`src/rtl/instr_issue_sequencer.sv`:
```
// Issue sequencer: buffers microsequencer commands and drives the decoder instruction bus.
// Optional ISSUE_STATS_EN adds a saturating execute-cycle counter (issue_cnt).
module instr_issue_sequencer #(
    parameter int FIFO_DEPTH = 4,
    parameter int RPT_W      = 4
) (
    input  logic                          clk,
    input  logic                          rst_n,
    input  logic                          cmd_valid,
    output logic                          cmd_ready,
    input  logic [1:0]                    cmd_op,
    input  logic [2:0]                    cmd_id,
    input  logic [RPT_W-1:0]              cmd_rpt,
    input  logic                          flush,
    output logic [2:0]                    id,
    output logic [4:0]                    instr_out,
    output logic                          cc_out,
    output logic                          instr_en_out,
    output logic                          busy,
    output logic                          done,
    output logic [$clog2(FIFO_DEPTH):0]   fifo_level
`ifdef ISSUE_STATS_EN
    ,
    output logic [15:0]                   issue_cnt
`endif
);

    localparam int PTR_W = $clog2(FIFO_DEPTH);
    localparam int LVL_W = PTR_W + 1;
    localparam logic [LVL_W-1:0] FULL_LVL = LVL_W'(FIFO_DEPTH);

    localparam logic [1:0] IDLE  = 2'd0;
    localparam logic [1:0] ISSUE = 2'd1;
    localparam logic [1:0] GAP   = 2'd2;

    localparam logic [1:0] OP_PUSH_PC = 2'd3;
    localparam logic [4:0] DIS_WORD   = 5'b01000;

    typedef struct packed {
        logic [1:0]       op;
        logic [2:0]       id;
        logic [RPT_W-1:0] rpt;
    } cmd_t;

    cmd_t             mem [FIFO_DEPTH];
    logic [PTR_W-1:0] wr_ptr;
    logic [PTR_W-1:0] rd_ptr;
    logic [LVL_W-1:0] count;
    logic [1:0]       state;
    logic [1:0]       state_n;
    logic [1:0]       cur_op;
    logic [2:0]       cur_id;
    logic [RPT_W-1:0] rpt_cnt;
    logic             wr_en;
    logic             pop;
    logic             fifo_empty;
    logic             exec;
    logic             last;

    assign fifo_empty = (count == '0);
    assign cmd_ready  = (count != FULL_LVL) && !flush;
    assign wr_en      = cmd_valid && cmd_ready;
    assign fifo_level = count;
    assign busy       = (state != IDLE) || !fifo_empty;
    assign exec       = (state == ISSUE) && !flush;
    assign last       = (rpt_cnt == '0);

    // Next state and head-pop decision; flush overrides everything
    always_comb begin
        state_n = state;
        pop     = 1'b0;
        case (state)
            IDLE: begin
                if (!fifo_empty) begin
                    pop     = 1'b1;
                    state_n = ISSUE;
                end
            end
            ISSUE: begin
                if (last) begin
                    if (cur_op == OP_PUSH_PC) begin
                        state_n = GAP;
                    end else if (!fifo_empty) begin
                        pop = 1'b1;
                    end else begin
                        state_n = IDLE;
                    end
                end
            end
            GAP: begin
                if (!fifo_empty) begin
                    pop     = 1'b1;
                    state_n = ISSUE;
                end else begin
                    state_n = IDLE;
                end
            end
            default: state_n = IDLE;
        endcase
        if (flush) begin
            pop     = 1'b0;
            state_n = IDLE;
        end
    end

    // Command FIFO storage, pointers and occupancy
    always_ff @(posedge clk or negedge rst_n) begin
        if (!rst_n) begin
            for (int i = 0; i < FIFO_DEPTH; i++) mem[i] <= '0;
            wr_ptr <= '0;
            rd_ptr <= '0;
            count  <= '0;
        end else if (flush) begin
            wr_ptr <= '0;
            rd_ptr <= '0;
            count  <= '0;
        end else begin
            if (wr_en) begin
                mem[wr_ptr] <= '{op: cmd_op, id: cmd_id, rpt: cmd_rpt};
                wr_ptr      <= wr_ptr + 1'b1;
            end
            if (pop) rd_ptr <= rd_ptr + 1'b1;
            case ({wr_en, pop})
                2'b10:   count <= count + 1'b1;
                2'b01:   count <= count - 1'b1;
                default: count <= count;
            endcase
        end
    end

    // FSM state and the command currently being issued
    always_ff @(posedge clk or negedge rst_n) begin
        if (!rst_n) begin
            state   <= IDLE;
            cur_op  <= '0;
            cur_id  <= '0;
            rpt_cnt <= '0;
        end else begin
            state <= state_n;
            if (pop) begin
                cur_op  <= mem[rd_ptr].op;
                cur_id  <= mem[rd_ptr].id;
                rpt_cnt <= mem[rd_ptr].rpt;
            end else if (exec && !last) begin
                rpt_cnt <= rpt_cnt - 1'b1;
            end
        end
    end

    // Registered bus word: execute word in ISSUE, disable word otherwise
    always_ff @(posedge clk or negedge rst_n) begin
        if (!rst_n) begin
            id           <= 3'b000;
            instr_out    <= DIS_WORD;
            cc_out       <= 1'b1;
            instr_en_out <= 1'b1;
            done         <= 1'b0;
        end else if (exec) begin
            id           <= cur_id;
            instr_out    <= {3'b010, cur_op};
            cc_out       <= 1'b0;
            instr_en_out <= 1'b0;
            done         <= last;
        end else begin
            instr_out    <= DIS_WORD;
            cc_out       <= 1'b1;
            instr_en_out <= 1'b1;
            done         <= 1'b0;
        end
    end

`ifdef ISSUE_STATS_EN
    // Saturating count of execute-word cycles; flush leaves it alone
    always_ff @(posedge clk or negedge rst_n) begin
        if (!rst_n) begin
            issue_cnt <= '0;
        end else if (exec && issue_cnt != 16'hFFFF) begin
            issue_cnt <= issue_cnt + 16'd1;
        end
    end
`endif

endmodule

```
`config.mk`:
```
export PLATFORM = sky130hd
export DESIGN_NAME = instr_issue_sequencer
export DESIGN_NICKNAME = d
export VERILOG_FILES = /design/src/rtl/instr_issue_sequencer.sv
export SDC_FILE = /design/constraint.sdc
export NUM_CORES = 1
export LEC_CHECK = 0
export CAP_MARGIN = 40
export CORE_MARGIN = 10
export CORE_UTILIZATION = 46
export CTS_CLUSTER_DIAMETER = 60
export DETAILED_ROUTE_END_ITERATION = 12
export PLACE_DENSITY = 0.74
export SYNTH_ARGS = -nofsm -noshare
export SYNTH_HDL_FRONTEND = slang
export SYNTH_SLANG_ARGS = --single-unit
```
`constraint.sdc`:
```
create_clock -name clk -period 2.43 [get_ports clk]
set_input_delay 0.486 -clock clk [delete_from_list [all_inputs] [get_ports clk]]
set_output_delay 0.486 -clock clk [all_outputs]
set_load 0.01 [all_outputs]
```
==> summary.md <==
| Metric | Value |
|---|---|
| Count leader, synth | dfrtp_1 |
| Drt total wl | 5730 um |
| Static leakage | 0.00157 uW |
| Worst hold slack | 147 ps |
| DP HPWL | 3920 um |
| Crit-path max FO | 2 |
| Critical path class | flop to flop |
| First-pass GRT wire length | 9740 um |
| Crit. End Element | flop |
| Die outline height | 98.9 um |
| Status | finished with violations |
| Synth Instances | 217 |
| Final period util | 1.01 |
| Reg-to-reg endpoint | fifo_level[1] |
| Inserted Clock Buffers | 9 |
| CTS Sinks | 61 |
| All-Layer GR Usage | 0.123 |
| Post-synth EDFFs | 0 |
| Post-route DRC | 0 |
| RSZ-0062 raised after global routing | true |
| Critical Path Source Type | flop |
| Ports | 29 |
| CTS clk-pin slew, worst paths | 70 ps |
| Setup Skew | 8.13 ps |
| Layout Nets | 280 |
| Max cap viols | 0 |
| Post-place setup slack | -151 ps |
| Top post-synthesis cells by count | dfrtp_1, mux2_2, nand2_1 |
| Die area | 0.00979 mm2 |
| Placer Congestion | 0.866 |
| Core footprint | 0.00599 mm2 |
| Fraction of layout instances using a drive strength above 1 | 0.368 |
| Sequential Area | 0.00153 mm2 |
| Overflow after GRT | 0 |
| Mapped Area | 0.00287 mm2 |
| Antenna violations before repair | 0 |
| Number of core rows | 28 |
| Worst slew margin | 0.607 |
| Failing checks | negative setup slack |
| Number of global-route vias before repair | 2008 |
| CTS tree | built |
| Pwr Density | 1200 mW/mm2 |
| Max-slew violation count | 0 |
| Count of different cell masters after synthesis | 40 |
| Critical Path RT | 2660 ps |
| Avg WL per Cell | 16.8 um |
| Skew-Pair Late Insertion Delay | 340 ps |
| Area of placed instances | 0.00329 mm2 |
| Synthesis-stage register bit count | 61 |
| Final core utilization | 0.592 |
| Hold Buf Count CTS | 0 |
| Die Span X | 98.9 um |
| H-tree level count | 3 |
| Register-to-register setup slack | -20 ps |
| R2R depth | 8 |
| Tmin final | 2450 ps |
| Register area share after synthesis | 0.533 |
| Hold/Removal Path Class | input port to asynchronous set/reset pin |
| Root buf cell | clkbuf_8 |
| Final Setup Violations | 1 |
| Starting Density | 0.478 |
| Worst reg2reg path startpoint | rpt_cnt[0] |
| Port Buffer Count | 25 |
| Final ANT Viol Nets | 0 |
| Worst Path Arrival | 2680 ps |
| Top post-synthesis cells by area | dfrtp_1, mux2_2, mux4_2, nand2_1, ha_1 |
| Vias | 1811 |
| Post-route cell area | 0.00355 mm2 |
| Slew @ Worst Pin | 589 ps |
| Largest net degree at the start of global routing | 25 |
| Fillcell total | 492 |
| DRT Pass-1 Iters | 4 |
| Maximum VDD drop | 544 uV |
| Synth top area share | 0.524 |
| Initial drt markers | 74 |
| YS warnings | 0 |
| Clock Path Buffers | 2 |
| Synth area leader | dfrtp_1 |
| Ant. Diodes | 0 |
| Avg Cell Area, Syn | 13.2 um2 |
| Final hold viol count | 0 |
| Final WS setup | -22.1 ps |
| P&R area growth vs syn | 23.8% |
| Synth async-reset ratio | 1.00 |
| F_max | 408 MHz |
| Avg Vias per Cell | 5.31 |
| Area of the multi-input gates | 0.00125 mm2 |
| Top FF cell, synth | dfrtp_1 |
==> per-layer routing <==
layer | up-vias | track usage | share of wire
li1 | 842 | - | -
met1 | 916 | 0.142 | 0.45
met2 | 47 | 0.204 | 0.48
met3 | 6 | 0.0524 | 0.065
met4 | 0 | 0.0342 | 0.011
met5 | - | 0 | 0
==> final cells by class <==
| type | instances | area share |
|---|---|---|
| Sequential cell | 61 | 0.431 |
| Multi-Input combinational cell | 137 | 0.353 |
| Timing Repair Buffer | 42 | 0.115 |
| Clock buffer | 12 | 0.0438 |
| Tap cell | 75 | 0.0265 |
| Clock inverter | 4 | 0.0198 |
| Inverter | 10 | 0.0106 |
==> logic make-up after synthesis <==
kind of cell / share of synthesized area
DFF: 0.533
AOI/OAI and AO/OA: 0.0489
other: 0.00262
adders and majority gates: 0.0288
xor gates and xnor gates: 0.0183
and+or+nand+nor: 0.0908
muxes: 0.235
buffers and inverters: 0.0419
==> worst max-delay path by stage <==
stage | from | endpoint | slack, ps | cells past startpoint
after floorplan | rpt_cnt[0] | fifo_level[1] | -70 | 9
after global placement | flush | fifo_level[1] | -130 | 7
after detailed placement | flush | fifo_level[1] | -150 | 7
after CTS | rpt_cnt[0] | fifo_level[1] | -20 | 8
after global routing | rpt_cnt[0] | fifo_level[1] | -150 | 8
final | rpt_cnt[0] | fifo_level[1] | -20 | 8
==> per-stage QoR <==
step / setup TNS, ps / total power (uW) / instances
5_1_grt: -148 / 4530 / 341
3_5_place_dp: -151 / 3210 / 324
4_1_cts: -19.7 / 4290 / 341
2_1_floorplan: -66.9 / 2710 / 218
3_3_place_gp: -125 / 3140 / 324
6_report: -22.1 / 4250 / 341
==> cell usage in the layout (no fill, tap or decap), types with 6 or more instances in the layout <==
cell type,synthesis,final
mux2_2,41,41
clkbuf_8,1,11
mux4_2,9,9
nor2_1,10,10
nand2_1,24,24
clkdlybuf4s50_1,0,23
buf_4,5,14
o21ai_0,6,6
dfrtp_1,60,60
inv_1,10,8
==> state kept, by name, summed over array words and instances (netlist names) <==
| register | cells |
|---|---|
| cur_id | 3 |
| cur_op | 2 |
| done | 1 |
| fifo_level | 3 |
| id | 3 |
| instr_en_out | 1 |
| instr_out | 2 |
| mem | 36 |
| rd_ptr | 2 |
| rpt_cnt | 4 |
| state | 2 |
| wr_ptr | 2 |
==> repair_timing <==
action                     4_1_cts  5_1_grt
buffers inserted                 1        0
setup endpoints to repair        2        1
pin swaps                        2        0
resized for setup                6        0
==> worst max-delay path: stages, from the launching register on <==
cell and delay [ps]:
dfrtp_1 390, inv_2 80, ha_4 130, or3b_4 380, o21a_4 240, nor3_4 110
fa_1 450, and4bb_2 240, or3_1 330
==> report_power, final <==
| group | internal, uW | switching [uW] |
|---|---|---|
| combinational | 895 | 628 |
| sequential | 1450 | 254 |
| clock | 630 | 390 |
| total | 2980 | 1270 |
Note: power is estimated with default switching activity, not from simulation.
